**src/rtl/morse_char_keyer_if.sv**
```systemverilog
// Handshake bundle between the Morse character counter/ROM side and the keyer.
// master: the side feeding ticks, start and the character stream.
// slave : the keyer itself.
interface morse_char_keyer_if;
  logic       tick;
  logic       start;
  logic [3:0] char_idx;
  logic [5:0] char_code;
  logic       key;
  logic       adv;
  logic       busy;
  logic       done;

  modport master (
    output tick, start, char_idx, char_code,
    input  key, adv, busy, done
  );

  modport slave (
    input  tick, start, char_idx, char_code,
    output key, adv, busy, done
  );
endinterface

```
**src/rtl/morse_char_keyer.sv**
```systemverilog
// morse_char_keyer: keys out one Morse character at a time in unit-time ticks,
// pulsing adv to step the upstream character counter after each character.
// Optional build macro MORSE_LOOP_EN: after the last index the message restarts
// from LOAD instead of returning to IDLE (done still pulses each pass).
// All outputs are registered from the next-state decode so they are glitch
// free and clear asynchronously with RST.
module morse_char_keyer #(
  parameter int LAST_IDX   = 10,
  parameter int DASH_UNITS = 3,
  parameter int LETTER_GAP = 3,
  parameter int WORD_GAP   = 7
) (
  input logic          CLK,
  input logic          RST,
  morse_char_keyer_if.slave kif
);

  typedef enum logic [2:0] {IDLE, LOAD, MARK, SPACE, GAP, ADV} state_t;

  localparam logic [3:0] DASH_T   = 4'(DASH_UNITS);
  localparam logic [3:0] LGAP_T   = 4'(LETTER_GAP);
  localparam logic [3:0] WGAP_T   = 4'(WORD_GAP);
  localparam logic [3:0] LAST_T   = 4'(LAST_IDX);

  state_t     state_q, state_d;
  logic [2:0] cnt_q, cnt_d;     // ticks counted in the current state
  logic [2:0] left_q, left_d;   // elements left, including the current one
  logic [4:0] pat_q, pat_d;     // pattern, current element in bit 4, 1 = dash
  logic [3:0] gap_q, gap_d;     // off-time target for GAP
  logic [3:0] idx_q, idx_d;     // index of the character being sent
  logic       key_q, key_d;
  logic       adv_q, adv_d;
  logic       busy_q, busy_d;
  logic       done_q, done_d;

  logic [7:0] rom_word;
  logic [3:0] cnt_nxt;
  logic [3:0] unit_tgt;

  // ITU code table: {len[2:0], pattern[4:0]} with the pattern left-aligned.
  // len = 0 marks a space (or any code outside letters/digits).
  function automatic logic [7:0] morse_rom(input logic [5:0] c);
    logic [7:0] w;
    case (c)
      6'd0:  w = 8'b010_01000; // A .-
      6'd1:  w = 8'b100_10000; // B -...
      6'd2:  w = 8'b100_10100; // C -.-.
      6'd3:  w = 8'b011_10000; // D -..
      6'd4:  w = 8'b001_00000; // E .
      6'd5:  w = 8'b100_00100; // F ..-.
      6'd6:  w = 8'b011_11000; // G --.
      6'd7:  w = 8'b100_00000; // H ....
      6'd8:  w = 8'b010_00000; // I ..
      6'd9:  w = 8'b100_01110; // J .---
      6'd10: w = 8'b011_10100; // K -.-
      6'd11: w = 8'b100_01000; // L .-..
      6'd12: w = 8'b010_11000; // M --
      6'd13: w = 8'b010_10000; // N -.
      6'd14: w = 8'b011_11100; // O ---
      6'd15: w = 8'b100_01100; // P .--.
      6'd16: w = 8'b100_11010; // Q --.-
      6'd17: w = 8'b011_01000; // R .-.
      6'd18: w = 8'b011_00000; // S ...
      6'd19: w = 8'b001_10000; // T -
      6'd20: w = 8'b011_00100; // U ..-
      6'd21: w = 8'b100_00010; // V ...-
      6'd22: w = 8'b011_01100; // W .--
      6'd23: w = 8'b100_10010; // X -..-
      6'd24: w = 8'b100_10110; // Y -.--
      6'd25: w = 8'b100_11000; // Z --..
      6'd26: w = 8'b101_11111; // 0 -----
      6'd27: w = 8'b101_01111; // 1 .----
      6'd28: w = 8'b101_00111; // 2 ..---
      6'd29: w = 8'b101_00011; // 3 ...--
      6'd30: w = 8'b101_00001; // 4 ....-
      6'd31: w = 8'b101_00000; // 5 .....
      6'd32: w = 8'b101_10000; // 6 -....
      6'd33: w = 8'b101_11000; // 7 --...
      6'd34: w = 8'b101_11100; // 8 ---..
      6'd35: w = 8'b101_11110; // 9 ----.
      default: w = 8'b000_00000;
    endcase
    return w;
  endfunction

  assign rom_word = morse_rom(kif.char_code);
  assign cnt_nxt  = {1'b0, cnt_q} + 4'd1;
  assign unit_tgt = pat_q[4] ? DASH_T : 4'd1;

  // State register and registered outputs; reset clears everything at once.
  always_ff @(posedge CLK or posedge RST) begin
    if (RST) begin
      state_q <= IDLE;
      cnt_q   <= '0;
      left_q  <= '0;
      pat_q   <= '0;
      gap_q   <= '0;
      idx_q   <= '0;
      key_q   <= 1'b0;
      adv_q   <= 1'b0;
      busy_q  <= 1'b0;
      done_q  <= 1'b0;
    end else begin
      state_q <= state_d;
      cnt_q   <= cnt_d;
      left_q  <= left_d;
      pat_q   <= pat_d;
      gap_q   <= gap_d;
      idx_q   <= idx_d;
      key_q   <= key_d;
      adv_q   <= adv_d;
      busy_q  <= busy_d;
      done_q  <= done_d;
    end
  end

  // Next-state logic; outputs decode the upcoming state so key rises on MARK entry.
  always_comb begin
    state_d = state_q;
    cnt_d   = cnt_q;
    left_d  = left_q;
    pat_d   = pat_q;
    gap_d   = gap_q;
    idx_d   = idx_q;

    case (state_q)
      IDLE: begin
        if (kif.start) state_d = LOAD;
      end
      LOAD: begin
        idx_d = kif.char_idx;
        if (rom_word[7:5] != 3'd0) begin
          left_d  = rom_word[7:5];
          pat_d   = rom_word[4:0];
          state_d = MARK;
        end else begin
          gap_d   = WGAP_T;
          state_d = GAP;
        end
      end
      MARK: begin
        if (kif.tick) begin
          cnt_d = cnt_q + 3'd1;
          if (cnt_nxt == unit_tgt) begin
            if (left_q > 3'd1) begin
              left_d  = left_q - 3'd1;
              pat_d   = {pat_q[3:0], 1'b0};
              state_d = SPACE;
            end else begin
              gap_d   = LGAP_T;
              state_d = GAP;
            end
          end
        end
      end
      SPACE: begin
        if (kif.tick) state_d = MARK;
      end
      GAP: begin
        if (kif.tick) begin
          cnt_d = cnt_q + 3'd1;
          if (cnt_nxt == gap_q) state_d = ADV;
        end
      end
      ADV: begin
        if (idx_q == LAST_T) begin
`ifdef MORSE_LOOP_EN
          state_d = LOAD;
`else
          state_d = IDLE;
`endif
        end else begin
          state_d = LOAD;
        end
      end
      default: state_d = IDLE;
    endcase

    // Every state entry starts its tick count afresh.
    if (state_d != state_q) cnt_d = '0;

    key_d  = (state_d == MARK);
    busy_d = (state_d != IDLE);
    adv_d  = (state_d == ADV);
    done_d = adv_d && (idx_d == LAST_T);
  end

  assign kif.key  = key_q;
  assign kif.adv  = adv_q;
  assign kif.busy = busy_q;
  assign kif.done = done_q;

endmodule

```
**src/flat_wrapper.sv**
```systemverilog
// flat-port wrapper written by rule: the top's interface ports become plain ports
module morse_char_keyer_flat 
#(
  parameter int LAST_IDX   = 10,
  parameter int DASH_UNITS = 3,
  parameter int LETTER_GAP = 3,
  parameter int WORD_GAP   = 7
)
  (CLK, RST, kif_tick, kif_start, kif_char_idx, kif_char_code, kif_key, kif_adv, kif_busy, kif_done);
  morse_char_keyer_if kif_i ();
  input logic CLK;
  input logic RST;
  input wire logic [$bits(kif_i.tick)-1:0] kif_tick;
  input wire logic [$bits(kif_i.start)-1:0] kif_start;
  input wire logic [$bits(kif_i.char_idx)-1:0] kif_char_idx;
  input wire logic [$bits(kif_i.char_code)-1:0] kif_char_code;
  output wire logic [$bits(kif_i.key)-1:0] kif_key;
  output wire logic [$bits(kif_i.adv)-1:0] kif_adv;
  output wire logic [$bits(kif_i.busy)-1:0] kif_busy;
  output wire logic [$bits(kif_i.done)-1:0] kif_done;
  assign kif_i.tick = kif_tick;
  assign kif_i.start = kif_start;
  assign kif_i.char_idx = kif_char_idx;
  assign kif_i.char_code = kif_char_code;
  assign kif_key = kif_i.key;
  assign kif_adv = kif_i.adv;
  assign kif_busy = kif_i.busy;
  assign kif_done = kif_i.done;
  morse_char_keyer #(.LAST_IDX(LAST_IDX), .DASH_UNITS(DASH_UNITS), .LETTER_GAP(LETTER_GAP), .WORD_GAP(WORD_GAP)) u_core (.CLK(CLK), .RST(RST), .kif(kif_i));
endmodule
```
**config.mk**
```make
export PLATFORM = sky130hd
export DESIGN_NAME = morse_char_keyer_flat
export DESIGN_NICKNAME = d
export VERILOG_FILES = /design/src/rtl/morse_char_keyer_if.sv /design/src/rtl/morse_char_keyer.sv /design/src/flat_wrapper.sv
export SDC_FILE = /design/constraint.sdc
export NUM_CORES = 1
export LEC_CHECK = 0
export ABC_AREA = 1
export CAP_MARGIN = 5
export CELL_PAD_IN_SITES_DETAIL_PLACEMENT = 0
export CELL_PAD_IN_SITES_GLOBAL_PLACEMENT = 2
export CORE_MARGIN = 1.5
export CORE_UTILIZATION = 38
export CTS_CLUSTER_DIAMETER = 120
export DETAILED_ROUTE_END_ITERATION = 6
export DONT_BUFFER_PORTS = 1
export PLACE_DENSITY = 0.88
export RECOVER_POWER = 25
export SYNTH_ARGS = -nofsm -noshare
export SYNTH_HDL_FRONTEND = slang
export SYNTH_SLANG_ARGS = --single-unit
```
**constraint.sdc**
```tcl
create_clock -name CLK -period 5.35 [get_ports CLK]
set_input_delay 0.2675 -clock CLK [delete_from_list [all_inputs] [get_ports CLK]]
set_output_delay 0.2675 -clock CLK [all_outputs]
set_load 0.03 [all_outputs]
```
# After elaboration in Yosys (flattened, before gate mapping)
# Memory sizes are Yosys's and may differ from the RTL's.
# Index checks and enable logic that the tools add are counted.
[op_classes] reduce_logical=11 n_eq_ne=18 addsub=3 n_div=0 mux=30 n_mul=0 n_lt_le_gt_ge=1 n_bitwise=0 shift=0
[ops] op="2-to-1 mux 3 bit" n=15
[ops] op="2-to-1 mux 4 bit" n=5
[ops] op="2-to-1 mux 5 bit" n=4
[ops] op="case mux 3 bit (6 select lines)" n=1
[ops] op="case mux 5 bit (2 select lines)" n=1
[ops] op="AND reduction 5 bit" n=2
[ops] op="equality test 3 x 2 -> 1 bit (second input constant)" n=3
[ops] op="equality test 3 bit (second input constant)" n=3
[ops] op="equality test 4 bit" n=2
[ops] op="equality test 4 bit (second input constant)" n=2
[ops] op="case mux 4 bit (2 select lines)" n=1
[ops] op="!= test 2 x 1 -> 1 bit (second input constant)" n=3
[ops] op="!= test 2 bit (second input constant)" n=3
[ops] op="case mux 3 bit (2 select lines)" n=1
[ops] op="nonzero test 2 bit" n=3
[ops] op="nonzero test 3 bit" n=2
[ops] op="adder 3 x 1 -> 4 bit (second input constant)" n=1
[ops] op="adder 3 x 1 -> 3 bit (second input constant)" n=1
[ops] op="equality test 3 x 1 -> 1 bit (second input constant)" n=1
[ops] op="> comparator 3 x 1 -> 1 bit (second input constant)" n=1
[ops] op="logical NOT 3 bit" n=1
[ops] op="!= test 3 bit" n=1
[ops] op="subtractor 3 x 1 -> 3 bit (second input constant)" n=1
[ops] op="2-to-1 mux 2 bit" n=1
[ops] op="4 further kinds" n=4
[totals] out_inout_bits=4 mem_bits_ro=512 ram_bits=0 latchBits=0 mem_count=1 reg_bits=26 word_cells=74
[memory_table] memory="(name not given)" words=64 width=8 read_ports=1 rd_ports_with_merged_regs=0 wr=0 line_no="morse_char_keyer.sv:44" source="case (c)"

# Logic depth before layout (Yosys ltp)
# Gate-level depths: netlist of the first run.
[logic_depth] depth_word=8 depth_mapped=15

# Least setup slack after synthesis of the first run
# OpenSTA, ideal clock, no wires.
[synth_path] kind="reg2reg" from="register u_core.cnt_q[0]" to="register u_core.pat_q[1]" slack_ns=3.589 path_stages_with_launch=11 arrival_time_ns=1.642 setup_ns=0.118 period_less_slack_ns=1.761 cell_sequence="dfrtp_1 > ha_1 > inv_1 > nand2_1 > nand3_1 > nor2_1 > a21oi_1 > nor2_4 > nand3_4 > nand2_1 > nand2_1"
[synth_via] elab_chain_len=4
[synth_rtl] element="start: declaration" line_no="morse_char_keyer.sv:26" source="logic [2:0] cnt_q, cnt_d;"
[synth_rtl] element="start signal: assignment" line_no="morse_char_keyer.sv:105" source="cnt_q <= cnt_d;"
[synth_rtl] element="adder 3 x 1 -> 4 bit" line_no="morse_char_keyer.sv:87" source="assign cnt_nxt = {1'b0, cnt_q} + 4'd1;"
[synth_rtl] element="equality test 4 bit" line_no="morse_char_keyer.sv:144" source="if (cnt_nxt == unit_tgt) begin"
[synth_rtl] element="!= test 2 x 1 -> 1 bit (no line)"
[synth_rtl] element="AND reduction 5 bit (no line)"
[synth_rtl] element="end signal: assignment" line_no="morse_char_keyer.sv:107" source="pat_q <= pat_d;"
[synth_rtl] element="end: declaration" line_no="morse_char_keyer.sv:28" source="logic [4:0] pat_q, pat_d;"
# No other way between the ends.
# A chain may end at the register's enable or synchronous reset.

# Worst setup path in the final report of the first run
# Ends and elaborated chain as after synthesis.

==> results of run 1 <==
==> critical path, cell delays in order, from the launching register on <==
cell,delay [ns]
sky130_fd_sc_hd__dfrtp_1,0.42
sky130_fd_sc_hd__ha_1,0.33
sky130_fd_sc_hd__inv_1,0.07
sky130_fd_sc_hd__nand2_1,0.06
sky130_fd_sc_hd__nand3_1,0.06
sky130_fd_sc_hd__nor2_1,0.26
sky130_fd_sc_hd__a21oi_1,0.19
sky130_fd_sc_hd__nor2_4,0.24
sky130_fd_sc_hd__nand3_4,0.15
sky130_fd_sc_hd__nand2_1,0.08
sky130_fd_sc_hd__nand2_1,0.05
==> logic make-up after synthesis <==
family	count (synthesis)	synth area share, %
AOI/OAI and AO/OA	24	6.78
buffers and inverters	41	9.24
and+or+nand+nor	181	45.7
DFF	24	31.0
xor gates and xnor gates	2	0.905
muxes	1	0.517
adders and majority gates	9	5.81
==> area by class of cell <==
type	instances	share of cell area (%)
flip-flops and latches	24	29.5
well taps	67	4.11
clock buffers	4	2.70
multi-input cells	217	56.8
inverters	37	6.94
==> cell usage in the layout (no fill, tap or decap) <==
| master | instances |
|---|---|
| sky130_fd_sc_hd__nor3_1 | 3 |
| sky130_fd_sc_hd__nor4_2 | 1 |
| sky130_fd_sc_hd__a22oi_1 | 2 |
| sky130_fd_sc_hd__nand3_2 | 6 |
| sky130_fd_sc_hd__nand2_1 | 92 |
| sky130_fd_sc_hd__clkbuf_8 | 4 |
| sky130_fd_sc_hd__o211ai_1 | 1 |
| sky130_fd_sc_hd__o21ai_1 | 1 |
| sky130_fd_sc_hd__nand3_1 | 24 |
| sky130_fd_sc_hd__ha_1 | 9 |
| sky130_fd_sc_hd__nand2_2 | 7 |
| sky130_fd_sc_hd__inv_4 | 1 |
| sky130_fd_sc_hd__nor2_1 | 29 |
| sky130_fd_sc_hd__nand4_1 | 9 |
| sky130_fd_sc_hd__nand2_4 | 1 |
| sky130_fd_sc_hd__nor3_2 | 1 |
| sky130_fd_sc_hd__a21oi_2 | 1 |
| sky130_fd_sc_hd__o21ai_0 | 9 |
| sky130_fd_sc_hd__nor2_2 | 1 |
| sky130_fd_sc_hd__inv_1 | 28 |
| sky130_fd_sc_hd__nor3_4 | 1 |
| sky130_fd_sc_hd__mux2i_1 | 1 |
| sky130_fd_sc_hd__nor2_4 | 4 |
| sky130_fd_sc_hd__inv_2 | 8 |
| sky130_fd_sc_hd__xor2_1 | 1 |
| sky130_fd_sc_hd__a21oi_1 | 10 |
| sky130_fd_sc_hd__nand3_4 | 2 |
| sky130_fd_sc_hd__dfrtp_1 | 24 |
| sky130_fd_sc_hd__xnor2_1 | 1 |
==> flip-flops by register name, indices dropped and copies added (netlist names) <==
register         cells
u_core.cnt_q         3
u_core.gap_q         2
u_core.idx_q         4
u_core.kif.adv       1
u_core.kif.busy      1
u_core.kif.done      1
u_core.kif.key       1
u_core.left_q        3
u_core.pat_q         5
u_core.state_q       3
==> cells in the mapped netlist <==
library cell	number
sky130_fd_sc_hd__xnor2_1	1
sky130_fd_sc_hd__nand4_1	9
sky130_fd_sc_hd__nor3_1	3
sky130_fd_sc_hd__nor4_2	1
sky130_fd_sc_hd__nor2_4	4
sky130_fd_sc_hd__nand3_4	2
sky130_fd_sc_hd__buf_4	2
sky130_fd_sc_hd__o21ai_0	9
sky130_fd_sc_hd__nand2_4	1
sky130_fd_sc_hd__a21oi_1	10
sky130_fd_sc_hd__nand2_1	92
sky130_fd_sc_hd__nor3_4	1
sky130_fd_sc_hd__o21ai_1	1
sky130_fd_sc_hd__nor3_2	1
sky130_fd_sc_hd__mux2i_1	1
sky130_fd_sc_hd__nor2_1	29
sky130_fd_sc_hd__ha_1	9
sky130_fd_sc_hd__inv_4	1
sky130_fd_sc_hd__a21oi_2	1
sky130_fd_sc_hd__dfrtp_1	24
sky130_fd_sc_hd__nand3_2	6
sky130_fd_sc_hd__inv_1	28
sky130_fd_sc_hd__buf_6	2
sky130_fd_sc_hd__xor2_1	1
sky130_fd_sc_hd__nand2_2	7
sky130_fd_sc_hd__nand3_1	24
sky130_fd_sc_hd__nor2_2	1
sky130_fd_sc_hd__inv_2	8
sky130_fd_sc_hd__o211ai_1	1
sky130_fd_sc_hd__a22oi_1	2
==> per-stage QoR <==
stage / power (W) / instances / cell area (sq um)
2_1_floorplan: 0.000672 / 282 / 1940
3_3_place_gp: 0.000756 / 345 / 1980
3_5_place_dp: 0.000759 / 345 / 1980
4_1_cts: 0.000884 / 349 / 2040
5_1_grt: 0.000960 / 349 / 2040
6_report: 0.000875 / 349 / 2040
==> how the worst min path moves through the flow <==
stage,slack [ns],endpoint,startpoint
2_1_floorplan,0.28,u_core.cnt_q[0]$_DFFE_PP0P_,RST
3_3_place_gp,0.38,u_core.kif.done$_DFF_PP0_,RST
3_5_place_dp,0.40,u_core.kif.done$_DFF_PP0_,RST
4_1_cts,0.11,u_core.kif.done$_DFF_PP0_,RST
5_1_grt,0.15,u_core.idx_q[3]$_DFF_PP0_,kif_char_idx[3]
6_report,0.07,u_core.kif.done$_DFF_PP0_,RST
==> where the power goes <==
part           total, W  internal (W)  switching (W)  leakage, nW
Sequential     0.000311      0.000245      0.0000658        0.307
Clock          0.000122     0.0000657      0.0000566       0.0288
Combinational  0.000441      0.000150       0.000291        0.738
==> per-layer routing <==
layer	share of wire, %	GRT usage (%)	up-vias
met5	0	0	-
met4	1.1	3.64	0
met3	3.4	3.39	5
met2	43	25.7	28
met1	53	25.6	782
li1	-	-	906
==> qor.csv, run 1 <==
metric;value;unit
Post-CTS Hold Fix Bufs;0;
result of the run;complete, no violations;
largest net degree at the start of global routing;25;
total area of multi-input combinational cells;1160;sq um
count of TritonRoute iterations in the first routing pass;4;
area leader, netlist;sky130_fd_sc_hd__dfrtp_1;
number of primary I/O pins;18;
Reg2Reg Launch Point;u_core.cnt_q[0]$_DFFE_PP0P_;
detailed-route vias per instance;4.93;
maximum clock path buffer count;2;
count of unique library cells instantiated by Yosys;30;
reg-to-reg endpoint;u_core.pat_q[1]$_DFFE_PP0P_;
number of H-tree levels;1;
number of synthesized register bits;24;
setup_tns;0;ns
number of synthesis warnings;0;
netlist area before placement;1940;sq um
number of global-route vias before repair;1531;
Worst-Margin Slew;0.884;ns
Synth Net Count;305;
Layout area overhead;5.23;%
antenna violations before repair;0;
Post-Synthesis Cells;282;
clock slew at reported path FFs;0.08;ns
power density over the cells;429;nW/um^2
setup repair after global routing missed its margin;false;
gr ovfl total;0;
Die W;74.4;um
Final Setup Violations;0;
share of synthesized area occupied by flip-flops and latches;31.0;%
1st-iter DRT viols;69;
cell leakage power;1.07;nW
share of final-layout standard cells stronger than drive strength 1;13.5;%
post-detail-place hpwl;3490;um
Crit Path Category;flip-flop to flip-flop;
average cell area after synthesis;6.87;sq um
Sink Count;24;
total vias in the final route;1721;
post-placement setup slack;3.37;ns
Fin Clk Skew;0.00270;ns
Max rail drop VDD;0.192;mV
TritonCTS clock tree;yes;
Row Count;25;
Tot GR Track Use;17.2;%
Routed WL;4380;um
minimum period implied by the final worst setup slack;2.00;ns
final antenna-violating net count;0;
Final Hold Slack;0.0688;ns
# diodes;0;
maximum fanout along the worst path;9;
clock latency on the worst-skew pair;0.27;ns
Critical Path End;u_core.pat_q[1]$_DFFE_PP0P_;
average routed wire per standard cell;12.5;um
core utilization of the finished layout;42.3;%
Final period util;37.4;%
reported max-cap violation count;0;
area of the die;5530;sq um
post-cts repair resize count;0;
post-synth top area share;31.0;%
setup repair bufs after CTS;0;
Critical Path Start;u_core.cnt_q[0]$_DFFE_PP0P_;
global-route wire length before repair;7310;um
crit start category;flip-flop;
Worst Reg2Reg Path Length in Cells;10;
fill cell count;540;
count of endpoints failing hold in the final timing report;0;
core area;4820;sq um
Port Buf Inserts;0;
die height;74.4;um
Hold/Removal Path Class;input pin to async pin;
final-stage net count;306;
Critical Path End Type;flip-flop;
Arr. time, crit path;2.16;ns
r2r setup slk;3.35;ns
Clk Tree Root Cell;sky130_fd_sc_hd__clkbuf_8;
critical path required time;5.51;ns
number of max-slew violations in the final report;0;
combined flip-flop and latch cell area;601;sq um
weighted congestion at the end of routability-driven global placement;0.784;
DRC;0;
starting utilization of the core area;40.2;%
Final Worst Setup Slack;3.35;ns
Max Clock Freq;500;MHz
worst slew margin relative to its limit;41.0;%
largest cells by area after synthesis;sky130_fd_sc_hd__dfrtp_1, sky130_fd_sc_hd__nand2_1, sky130_fd_sc_hd__nand3_1;
cts bufs inserted;3;
(Power assumes the default switching activity.)
==> inputs of run 2 (changes only) <==
CORE_UTILIZATION = 32   (was 38)
PLACE_DENSITY = 0.79   (was 0.88)
clock period = 1.8 ns   (was 5.35 ns; I/O delays follow)
==> run 2 against run 1 <==
Routed wire length up 6.6%; global-route usage fell by 1.8 points; cell count is 6.3% higher; utilization is 4.6 points lower; register-to-register slack got worse by 3.2 ns; sequential share of layout area shrank 2.4 points; via count up 3.5%; non-clock buffer count rose by 15; clock-buffer cell count decreased by 1; worst setup slack worse by 3.2 ns; first-iteration DRC count is 22% higher; worst hold slack about the same.
==> qor.csv, run 2 (synthesis gave the netlist of run 1 again) <==
metric;value;unit
result of the run;complete, no violations;
number of max-slew violations in the final report;0;
detailed route wirelength on metal3;166;um
Critical Path End Type;flip-flop;
largest net degree at the start of global routing;25;
number of H-tree levels;1;
Largest Register;u_core.pat_q;
flip-flop count of the largest register after layout;5;
Hold/Removal Path Class;input pin to flip-flop;
number of primary I/O pins;18;
Port Buf Inserts;0;
clock slew at reported path FFs;0.08;ns
largest registers;u_core.pat_q: 5 flops, u_core.idx_q: 4 flops;
instance count after placement with tap cells included;361;
Tot GR Track Use;15.3;%
share of final-layout standard cells stronger than drive strength 1;20.3;%
Crit Path Category;flip-flop to flip-flop;
leading cell types in the layout, fill and taps excluded;sky130_fd_sc_hd__nand2_1, sky130_fd_sc_hd__nor2_1, sky130_fd_sc_hd__inv_1;
Sink Count;24;
critical path required time;1.96;ns
global-route wire length before repair;7940;um
Arr. time, crit path;1.84;ns
die height;80.8;um
starting utilization of the core area;32.9;%
Crit-path slowest cell;sky130_fd_sc_hd__dfrtp_1;
minimum period implied by the final worst setup slack;1.68;ns
reported max-cap violation count;0;
total vias in the final route;1782;
gr ovfl total;0;
count of TritonRoute iterations in the first routing pass;4;
cell leakage power;1.14;nW
core area;5890;sq um
count of endpoints failing hold in the final timing report;0;
Clk Tree Root Cell;sky130_fd_sc_hd__clkbuf_8;
maximum clock path buffer count;2;
final antenna-violating net count;0;
cts bufs inserted;3;
weighted congestion at the end of routability-driven global placement;0.836;
Layout area overhead;14.7;%
Worst-Margin Slew;0.637;ns
TritonCTS clock tree;yes;
Max rail drop VDD;0.552;mV
average routed wire per standard cell;12.6;um
area of the die;6530;sq um
1st-iter DRT viols;84;
crit start category;flip-flop;
Routed WL;4660;um
DRC;0;
Final period util;93.5;%
most common cell after layout, fill and taps aside;sky130_fd_sc_hd__nand2_1;
final-stage net count;321;
sequence of cells on the critical path;ha_4, inv_2, nand2_2, nand3_2, nor2_4, a21oi_2, nor3_1, nand2_1, nand3_4, nor2_1;
Metal-1 WL;2370;um
Row Count;28;
Max Clock Freq;594;MHz
total length of routed met2 wires;2110;um
# diodes;0;
DR top layer;met4;
final cell count without fillers;371;
worst slew margin relative to its limit;57.6;%
Fin Clk Skew;0.00281;ns
maximum fanout along the worst path;3;
detailed-route vias per instance;4.80;
post-detail-place hpwl;3610;um
Final Setup Violations;0;
setup repair after global routing missed its margin;false;
Design Power;0.00281;W
clock latency on the worst-skew pair;0.26;ns
power density over the cells;1260;nW/um^2
Die W;80.8;um
largest stage delay on the critical path;0.43;ns
antenna violations before repair;0;
number of global-route vias before repair;1699;
## run 2: changes by cell type in the layout (fill, tap and decap cells not counted), sizes merged
cell / change
dlygate4sd3: +5
buf: +9
## run 2: worst paths after layout
check                                            start                          end  slack (ns)  cells past startpoint
setup reg to reg           u_core.cnt_q[1]$_DFFE_PP0P_  u_core.cnt_q[2]$_DFFE_PP0P_        0.12                     10
hold reg to reg            u_core.pat_q[0]$_DFFE_PP0P_  u_core.pat_q[0]$_DFFE_PP0P_        0.48                      2
setup / recovery           u_core.cnt_q[1]$_DFFE_PP0P_  u_core.cnt_q[2]$_DFFE_PP0P_        0.12                     10
hold / removal                                kif_tick  u_core.state_q[2]$_DFF_PP0_        0.07                      2
min in group asynchronous                          RST     u_core.kif.adv$_DFF_PP0_        0.43                      3
max in group asynchronous                          RST  u_core.pat_q[2]$_DFFE_PP0P_        0.96                      3
## run 2: where the power goes
part / switching [W] / internal (W)
combinational: 0.000979 / 0.000595
sequential: 0.000190 / 0.000728
clock: 0.000167 / 0.000150
total: 0.00134 / 0.00147
## run 2: layer usage
layer | vias to the layer above | track usage (%)
li1 | 935 | -
met1 | 817 | 22.4
met2 | 28 | 24.5
met3 | 2 | 2.70
met4 | 0 | 1.38
met5 | - | 0
## run 2: through the flow
step	hold slack, ns	util, %	setup TNS, ns	setup slack (ns)	area [sq um]
final	0.0687	37.8	0	0.118	2220
after global placement	0.0491	34.9	0	0.0565	2050
after floorplan	0.105	-	0	0.0391	1940
after detailed placement	0.0542	34.9	-0.000254	-0.000254	2050
after global routing	0.0732	37.8	0	0.00691	2220
after CTS	0.0382	36.9	0	0.0132	2170
## run 2: timing repair
item / CTS / global route
hold endpoints to repair: 28 / 0
endpoints found under the setup margin: 4 / 12
resized for setup: 3 / 14
setup buffers: 1 / 1
pin swaps: 1 / 3
hold buffers: 5 / 0
## run 2: worst max-delay path, delay by kind of cell, from the launching register on
| family | cells | cell delay (ns) |
|---|---|---|
| compound gates | 1 | 0.09 |
| simple gates | 7 | 0.70 |
| fa+ha+maj | 1 | 0.29 |
| buf+inv | 1 | 0.05 |
| flops | 1 | 0.43 |
## run 2: area by class of cell
class	instances	area [sq um]
sequential	24	601
tap	75	93.8
timing repair buffer	15	126
fill	651	3660
clock buffer	3	41.3
inverter	37	141
multi-input combinational	217	1220
